`config.mk`:
```
export PLATFORM = sky130hd
export DESIGN_NAME = btn_event_arbiter
export DESIGN_NICKNAME = d
export VERILOG_FILES = /design/src/rtl/btn_pkg.sv /design/src/rtl/btn_debounce_cell.sv /design/src/rtl/btn_event_arbiter.sv
export SDC_FILE = /design/constraint.sdc
export NUM_CORES = 1
export LEC_CHECK = 0
export BUFFER_PORTS_ARGS = -buffer_cell sky130_fd_sc_hd__buf_2
export CAP_MARGIN = 40
export CORE_MARGIN = 2
export CORE_UTILIZATION = 65
export CTS_CLUSTER_SIZE = 14
export DETAILED_ROUTE_END_ITERATION = 12
export PLACE_DENSITY_LB_ADDON = 0.12
export SLEW_MARGIN = 25
export SYNTH_ARGS = -nofsm -noshare
export SYNTH_HDL_FRONTEND = slang
export SYNTH_SLANG_ARGS = --single-unit
```
`constraint.sdc`:
```
create_clock -name clk -period 4.2 [get_ports clk]
set_clock_uncertainty 0.1 [all_clocks]
set_input_delay 0.84 -clock clk [delete_from_list [all_inputs] [get_ports clk]]
set_output_delay 0.84 -clock clk [all_outputs]
set_load 0.01 [all_outputs]
```
`src/rtl/btn_pkg.sv`:
```
// Shared sizing helpers for the push-button event front end.
package btn_pkg;

    // Width of a button index; never narrower than one bit.
    function automatic int code_width(input int n_btn);
        return (n_btn > 1) ? $clog2(n_btn) : 1;
    endfunction

    // Width of the debounce counter so that it can hold DEB_MAX.
    function automatic int count_width(input int deb_max);
        return $clog2(deb_max + 1);
    endfunction

    // FIFO pointer width: index bits plus one wrap bit.
    function automatic int ptr_width(input int depth);
        return $clog2(depth) + 1;
    endfunction

endpackage

```
`src/rtl/btn_debounce_cell.sv`:
```
// One button: 2-flop synchroniser, saturating qualify counter and
// a single-cycle press pulse per continuous high period.
module btn_debounce_cell
    import btn_pkg::*;
#(
    parameter int DEB_MAX = 100
) (
    input  logic clk,
    input  logic reset,
    input  logic btn_raw,
    output logic press
);

    localparam int CW = count_width(DEB_MAX);
    localparam logic [CW-1:0] CNT_MAX = CW'(DEB_MAX);

    logic [1:0]    sync;
    logic          s;
    logic [CW-1:0] cnt;
    logic          fired;

    assign s = sync[1];

    // Bring the asynchronous button level into the clock domain.
    always_ff @(posedge clk or negedge reset) begin
        if (!reset) begin
            sync <= '0;
        end else begin
            sync <= {sync[0], btn_raw};
        end
    end

    // Count consecutive high samples; fire once when the count is reached.
    always_ff @(posedge clk or negedge reset) begin
        if (!reset) begin
            cnt   <= '0;
            fired <= 1'b0;
            press <= 1'b0;
        end else if (!s) begin
            cnt   <= '0;
            fired <= 1'b0;
            press <= 1'b0;
        end else begin
            if (cnt < CNT_MAX) begin
                cnt <= cnt + 1'b1;
            end
            if ((cnt == CNT_MAX) && !fired) begin
                press <= 1'b1;
                fired <= 1'b1;
            end else begin
                press <= 1'b0;
            end
        end
    end

endmodule

```
`src/rtl/btn_event_arbiter.sv`:
```
// Button front end: debounced presses become pending requests, a
// round-robin arbiter serialises them into an index FIFO drained by
// a valid/ready consumer.
module btn_event_arbiter
    import btn_pkg::*;
#(
    parameter int N_BTN      = 4,
    parameter int DEB_MAX    = 100,
    parameter int FIFO_DEPTH = 4
) (
    input  logic                          clk,
    input  logic                          reset,
    input  logic [N_BTN-1:0]              btn_raw,
    output logic                          evt_valid,
    output logic [code_width(N_BTN)-1:0]  evt_code,
    input  logic                          evt_ready,
    output logic                          drop_flag,
    input  logic                          clear_flags,
    output logic [N_BTN-1:0]              pending
);

    localparam int CODE_W = code_width(N_BTN);
    localparam int AW     = $clog2(FIFO_DEPTH);
    localparam int PW     = ptr_width(FIFO_DEPTH);
    localparam logic [CODE_W-1:0] LAST_IDX = CODE_W'(N_BTN - 1);

    logic [N_BTN-1:0]  press;
    logic [CODE_W-1:0] rr_ptr;
    logic [CODE_W-1:0] cand;
    logic [CODE_W-1:0] grant_idx;
    logic              grant_valid;
    logic [N_BTN-1:0]  grant_oh;
    logic              drop_now;

    logic [PW-1:0]     wr_ptr;
    logic [PW-1:0]     rd_ptr;
    logic [CODE_W-1:0] mem [FIFO_DEPTH];
    logic              full;
    logic              empty;
    logic              pop;
    logic              can_push;

    for (genvar i = 0; i < N_BTN; i++) begin : g_cell
        btn_debounce_cell #(
            .DEB_MAX (DEB_MAX)
        ) u_cell (
            .clk     (clk),
            .reset   (reset),
            .btn_raw (btn_raw[i]),
            .press   (press[i])
        );
    end

    assign empty     = (wr_ptr == rd_ptr);
    assign full      = (wr_ptr[AW] != rd_ptr[AW]) &&
                       (wr_ptr[AW-1:0] == rd_ptr[AW-1:0]);
    assign evt_valid = !empty;
    assign evt_code  = mem[rd_ptr[AW-1:0]];
    assign pop       = evt_valid && evt_ready;
    assign can_push  = !full || pop;
    assign drop_now  = |(press & pending & ~grant_oh);

    // Round-robin pick: first pending index at or above rr_ptr, wrapping.
    always_comb begin
        cand        = '0;
        grant_idx   = '0;
        grant_valid = 1'b0;
        grant_oh    = '0;
        for (int unsigned k = 0; k < N_BTN; k++) begin
            cand = CODE_W'((32'(rr_ptr) + k) % int'(N_BTN));
            if (!grant_valid && can_push && pending[cand]) begin
                grant_valid = 1'b1;
                grant_idx   = cand;
            end
        end
        if (grant_valid) begin
            grant_oh[grant_idx] = 1'b1;
        end
    end

    // Pending bits (set beats grant-clear), round-robin pointer and drop flag.
    always_ff @(posedge clk or negedge reset) begin
        if (!reset) begin
            pending   <= '0;
            rr_ptr    <= '0;
            drop_flag <= 1'b0;
        end else begin
            pending <= press | (pending & ~grant_oh);
            if (grant_valid) begin
                rr_ptr <= (grant_idx == LAST_IDX) ? '0 : grant_idx + 1'b1;
            end
            if (drop_now) begin
                drop_flag <= 1'b1;
            end else if (clear_flags) begin
                drop_flag <= 1'b0;
            end
        end
    end

    // Event FIFO: granted index is pushed, consumer handshake pops the head.
    always_ff @(posedge clk or negedge reset) begin
        if (!reset) begin
            wr_ptr <= '0;
            rd_ptr <= '0;
            for (int unsigned i = 0; i < FIFO_DEPTH; i++) begin
                mem[i] <= '0;
            end
        end else begin
            if (grant_valid) begin
                mem[wr_ptr[AW-1:0]] <= grant_idx;
                wr_ptr              <= wr_ptr + 1'b1;
            end
            if (pop) begin
                rd_ptr <= rd_ptr + 1'b1;
            end
        end
    end

endmodule

```
== Word-level counts from Yosys, hierarchy flattened ==
Index checks and enable logic that the tools add are counted.
Word-level totals
  flip-flop bits (word level): 65
  bits of input ports: 8
  output and inout bits: 8
  logic and storage cells: 150
Cells by class
  add/sub/neg operators: 10
  magnitude comparators: 13
  equal/unequal tests: 16
  muxes and demuxes: 52
  bitwise gates (word level): 7
  reduce and logical (&&, ||, !) cells: 27
Operator list (count)
  7-bit two-way mux: 8
  7-bit by 1-bit adder with 7-bit output, second input constant: 4
  7-bit == test, second input constant: 4
  7-bit less-than comparator, second input constant: 4
  1-bit two-way mux: 27
  2-bit two-way mux: 8
  2-bit != test, second input constant: 8
  1-bit logical AND: 15
  2-bit by 3-bit less-than comparator with 1-bit output, second input constant: 5
  4-bit bitwise AND: 3
  1-bit zero test: 9
  1-bit binary-select mux with 2-bit select: 4
  8-bit bitwise mux: 1
  3-bit by 1-bit adder with 3-bit output, second input constant: 2
  3-bit >= comparator, second input constant: 2
  2-bit inverter with 3-bit output: 2
  2-bit by 1-bit adder with 2-bit output, second input constant: 2
  2-bit adder, second input constant: 2
  2-bit binary-select mux with 2-bit select: 1
  2-bit demux with 2-bit select: 1
  4-bit two-way mux: 1
  4-bit inverter: 1
  4-bit bitwise OR: 1
  4-bit OR reduction: 1
  other kinds (9): 9

== Longest topological paths before layout ==
  depth in word-level cells: 27
  mapped depth: 8
  mapped depth without buffers: 7

== By module ==
A second synthesis with hierarchy kept.
Second synthesis, totals
  cell total of the unflattened synthesis: 279
  area, all modules: 3120.5 um2
Modules (own cells, without submodules)
  btn_debounce_cell: times used 4, cells each 45, area an instance 496.7 um2, seq. area each 275.3 um2
  btn_event_arbiter: times used 1, cells each 99, area an instance 1133.6 um2, seq. area each 525.5 um2

== Least setup slack after synthesis ==
Ideal clock, no wire load.
  path kind: input-to-reg
  start point: input port evt_ready
  end point: register drop_flag
  library setup time: 0.139 ns
  arrival: 2.101 ns
  data required time: 3.961 ns
  slack: 1.861 ns
  cell stages on the path: 6
  buffers on the path: 0
  path through: inv_1 -> a41oi_1 -> a21boi_2 -> ha_1 -> o22ai_1 -> or4_1
Between the ends
  cells in the longest elaborated chain, start to end: 25
  elaborated cells on any way between the ends: 31
  those cells by class: 2 x order compare; 12 x mux; 2 x bitwise; 15 x reduce/logical
RTL lines
  start, declared: RTL line btn_event_arbiter.sv:16  | input logic evt_ready,
  1-bit logical AND *: RTL line btn_event_arbiter.sv:59  | assign pop = evt_valid && evt_ready;
  1-bit logical OR *: RTL line btn_event_arbiter.sv:60  | assign can_push = !full || pop;
  1-bit logical AND: RTL line btn_event_arbiter.sv:71  | if (!grant_valid && can_push && pending[cand]) begin
  1-bit two-way mux: RTL line btn_event_arbiter.sv:71
  1-bit zero test: RTL line btn_event_arbiter.sv:71
  1-bit logical AND (2 in a row): RTL line btn_event_arbiter.sv:71
  1-bit two-way mux: RTL line btn_event_arbiter.sv:71
  1-bit zero test: RTL line btn_event_arbiter.sv:71
  [7 not listed]
  named net grant_idx[0]: RTL line btn_event_arbiter.sv:30  | logic [CODE_W-1:0] grant_idx;
  [1 not listed]
  1-bit logical AND (implied by the code): RTL line btn_event_arbiter.sv:77  | grant_oh[grant_idx] = 1'b1;
  1-bit two-way mux (implied by the code): RTL line btn_event_arbiter.sv:77
  1-bit demux with 2-bit select *: RTL line btn_event_arbiter.sv:77
  4-bit two-way mux *: RTL line btn_event_arbiter.sv:76  | if (grant_valid) begin
  4-bit inverter *: RTL line btn_event_arbiter.sv:61  | assign drop_now = |(press & pending & ~grant_oh);
  4-bit bitwise AND *: RTL line btn_event_arbiter.sv:61
  4-bit OR reduction *: RTL line btn_event_arbiter.sv:61
  1-bit two-way mux / 2-bit nonzero test (equally long branches)
  end signal, assigned: RTL line btn_event_arbiter.sv:86  | drop_flag <= 1'b0;
  end signal, assigned: RTL line btn_event_arbiter.sv:93  | drop_flag <= 1'b1;
  end signal, assigned: RTL line btn_event_arbiter.sv:95  | drop_flag <= 1'b0;
  end, declared: RTL line btn_event_arbiter.sv:17  | output logic drop_flag,
Mark *: on every way through the listed nets, which the timed path passes. The rest lies on a longest branch.
A chain may end at the register's enable or synchronous reset.

== Worst setup path in the final report ==
  start point: register rd_ptr[0]
  end point: output port evt_valid
Between the ends
  cells in the longest elaborated chain, start to end: 2
RTL lines
  start, declared: RTL line btn_event_arbiter.sv:36  | logic [PW-1:0] rd_ptr;
  start signal, assigned: RTL line btn_event_arbiter.sv:114  | rd_ptr <= rd_ptr + 1'b1;
  3-bit == test: RTL line btn_event_arbiter.sv:54  | assign empty = (wr_ptr == rd_ptr);
  1-bit zero test: RTL line btn_event_arbiter.sv:57  | assign evt_valid = !empty;
  end, declared: RTL line btn_event_arbiter.sv:14  | output logic evt_valid,
Every way passes these cells.

==> flow_metrics.tcl <==
set metrics [dict create \
    routedWlPerCell_um 14.0 \
    synth_top_area_share_pct 52.5 \
    grt_pass1_wl_um 8990 \
    clock_latency_ps 340 \
    wl_um 5240 \
    grt_max_degree 44 \
    synth_fp_nets 316 \
    ctsHoldBuffers 0 \
    clkPwrFrac_pct 41.2 \
    synth_cells 291 \
    dpl_cell_area_mm2 0.00323 \
    rows 25 \
    nNetsFinal 341 \
    arrival_ps 1580 \
    setup_viol 0 \
    ff2ff_path_depth 6 \
    cts_tree "built" \
    ir_drop_v 0.000334 \
    rsz0062_at_grt "no" \
    period_minus_slack_ps 2520 \
    dr.pass1.iters 5 \
    tightestPinTransition_ps 671 \
    ctsResizeCount 0 \
    numCtsBuffers 9 \
    drive_above_1_share_pct 12.1 \
    gr-total-overflow 0 \
    yosys-top-cells-count "dfrtp_1, nor2_1, nand2_1" \
    clock_path_buffers 2 \
    synth_top_flop_cell "dfrtp_1" \
    hold_viol_final 0 \
    dpl.hpwl_um 3550 \
    die_x_um 73.0 \
    die_h_um 73.0 \
    gp_congestion 0.848 \
    synth_cell_type_count 44 \
    finalMaxSlewViolations 0 \
    syn2layout_area_growth_pct 11.5 \
    cts_sinks 65 \
    synthesis.area_mm2 0.00310 \
    internal_power_uw 1070 \
    max-slew-margin-rel_pct 54.7 \
    drc 0 \
    grtUsageTotal_pct 22.2 \
    powerDensity_mw_per_mm2 414 \
    ant_nets 0 \
    start_util_pct 66.4 \
    antenna_found_initial 0 \
    seqCellArea_mm2 0.00163 \
    endpoint_kind "primary output" \
    cts_root_buffer "clkbuf_8" \
    synth.most_common_cell "dfrtp_1" \
    worstSetupPathType "reg2out" \
    seqPwrFrac_pct 48.5 \
    ys_seq_area_share_pct 52.5 \
    htreeDepth 3 \
    worst-path-max-fanout 5 \
    drv_cap 0 \
    leakagePower_uw 0.00163 \
    combinationalPowerShare_pct 10.3 \
    via_per_inst 5.74 \
    final_cell_area_mm2 0.00345 \
    synth_seq_cells 65 \
    clk_pin_slew_worst_paths_ps 70 \
    avgSynthCellArea_um2 10.6 \
    yosys.area.top_type "dfrtp_1" \
    synth_area_leaders "dfrtp_1, ha_1, nor2_1" \
    grt_pass1_vias 2091 \
    multiInputGateArea_mm2 0.00138 \
    port_buffers 15 \
    cts_setup_buffers 0 \
    drt_iter0_drc 119 \
    vias 2152 \
    synth_warnings 0 \
    whs_path_depth 0 \
    max_freq_mhz 396 \
    outcome "finished clean" \
    core_area_mm2 0.00466 \
    period_share_pct 60.1 \
    fin_setup_tns_ps 0 \
    fillers 335 \
    pin_count 16 \
    die_area_mm2 0.00533 \
    num_antenna_cells 0 \
    switchingPower_uw 357 \
    worstHoldPathType "reg2reg" \
    synth-edff-count 0 \
    ys_async_sr_fraction_pct 100 \
    crit_required_ps 3260 \
    switching_share_pct 25.0 \
    setup.worst_path.start_class "register" \
]
-- critical path, cell delays in order, from the launching register on --
cell and delay [ps]:
dfrtp_1 470, xnor2_1 420, nand3b_1 180, buf_2 180
-- path summary, 6_finish.rpt --
kind	start	endpoint	slack (ps)
hold / removal	g_cell[0].u_cell.sync[0]$_DFF_PN0_	g_cell[0].u_cell.sync[1]$_DFF_PN0_	250
setup reg to reg	rd_ptr[0]$_DFFE_PN0P_	drop_flag$_DFFE_PN0P_	1800
max in group asynchronous	reset	g_cell[2].u_cell.cnt[3]$_DFFE_PN0P_	2740
setup / recovery	rd_ptr[0]$_DFFE_PN0P_	evt_valid	1680
hold reg to reg	g_cell[0].u_cell.sync[0]$_DFF_PN0_	g_cell[0].u_cell.sync[1]$_DFF_PN0_	250
min in group asynchronous	reset	rd_ptr[1]$_DFFE_PN0P_	360
-- cell type report --
class | instances | area share (%)
Sequential cell | 65 | 47.1
Inverter | 21 | 2.28
Clock buffer | 11 | 4.10
Tap cell | 54 | 1.96
Multi-Input combinational cell | 203 | 39.9
Timing Repair Buffer | 16 | 2.39
Clock inverter | 5 | 2.28
-- cell families (layout without fill, tap and decap cells) --
family,after synthesis,after routing,synth area share [%]
and+or+nand+nor,107,107,16.5
buffers and inverters,23,53,3.03
adders and majority gates,17,17,6.87
muxes,5,5,2.75
DFF,65,65,52.5
xor gates and xnor gates,22,22,6.22
AOI/OAI and AO/OA,52,52,12.1
-- cell usage in the layout, fill, tap and decap left out, drive strengths merged, types with 2 or more instances in the layout --
| master | instances |
|---|---|
| o21a | 3 |
| mux2 | 2 |
| nand3 | 8 |
| a22o | 4 |
| o22ai | 2 |
| xor2 | 10 |
| clkinv | 5 |
| or2 | 3 |
| ha | 17 |
| nor4 | 4 |
| nor2b | 4 |
| nor3 | 2 |
| o311ai | 4 |
| o21ai | 3 |
| and3 | 6 |
| a41oi | 3 |
| inv | 19 |
| a31oi | 6 |
| o221ai | 2 |
| nor2 | 36 |
| and2 | 3 |
| a21boi | 2 |
| a21oi | 18 |
| xnor2 | 12 |
| bufinv | 2 |
| mux4 | 2 |
| clkbuf | 11 |
| nor3b | 4 |
| nand4 | 7 |
| buf | 16 |
| nand2 | 26 |
| dfrtp | 65 |
-- stage by stage --
stage                     worst slack (ps)  utilization [%]  total power [uW]  hold slack [ps]  cells
final                                 1680             74.1              1430              250    375
after global routing                  1570             74.1              1490              260    375
after CTS                             1660             74.1              1450              250    375
after detailed placement              1600             69.3               854              235    359
after floorplan                       1860                -               800              231    291
after global placement                1630             69.3               845              232    359
-- sequential cells by signal, indices dropped and copies added, names as in the netlist --
register / cells
g_cell.u_cell.cnt: 28
drop_flag: 1
rr_ptr: 2
mem: 8
rd_ptr: 3
g_cell.u_cell.sync: 8
pending: 4
g_cell.u_cell.press: 4
wr_ptr: 3
g_cell.u_cell.fired: 4
-- power groups by stage --
| stage | registers [uW] | clock network [uW] | logic [uW] |
|---|---|---|---|
| after floorplan | 695 | 0 | 106 |
| after global placement | 702 | 0 | 143 |
| after detailed placement | 705 | 0 | 150 |
| after CTS | 692 | 602 | 151 |
| after global routing | 697 | 627 | 165 |
| final | 693 | 588 | 147 |
-- per-layer routing --
layer	track usage, %	vias to the layer above	wire, um
li1	-	1070	-
met1	29.0	1021	2510
met2	34.2	53	2410
met3	8.29	8	246
met4	7.61	0	73
met5	0	-	0
No activity file was read; power rests on OpenSTA's default activity.
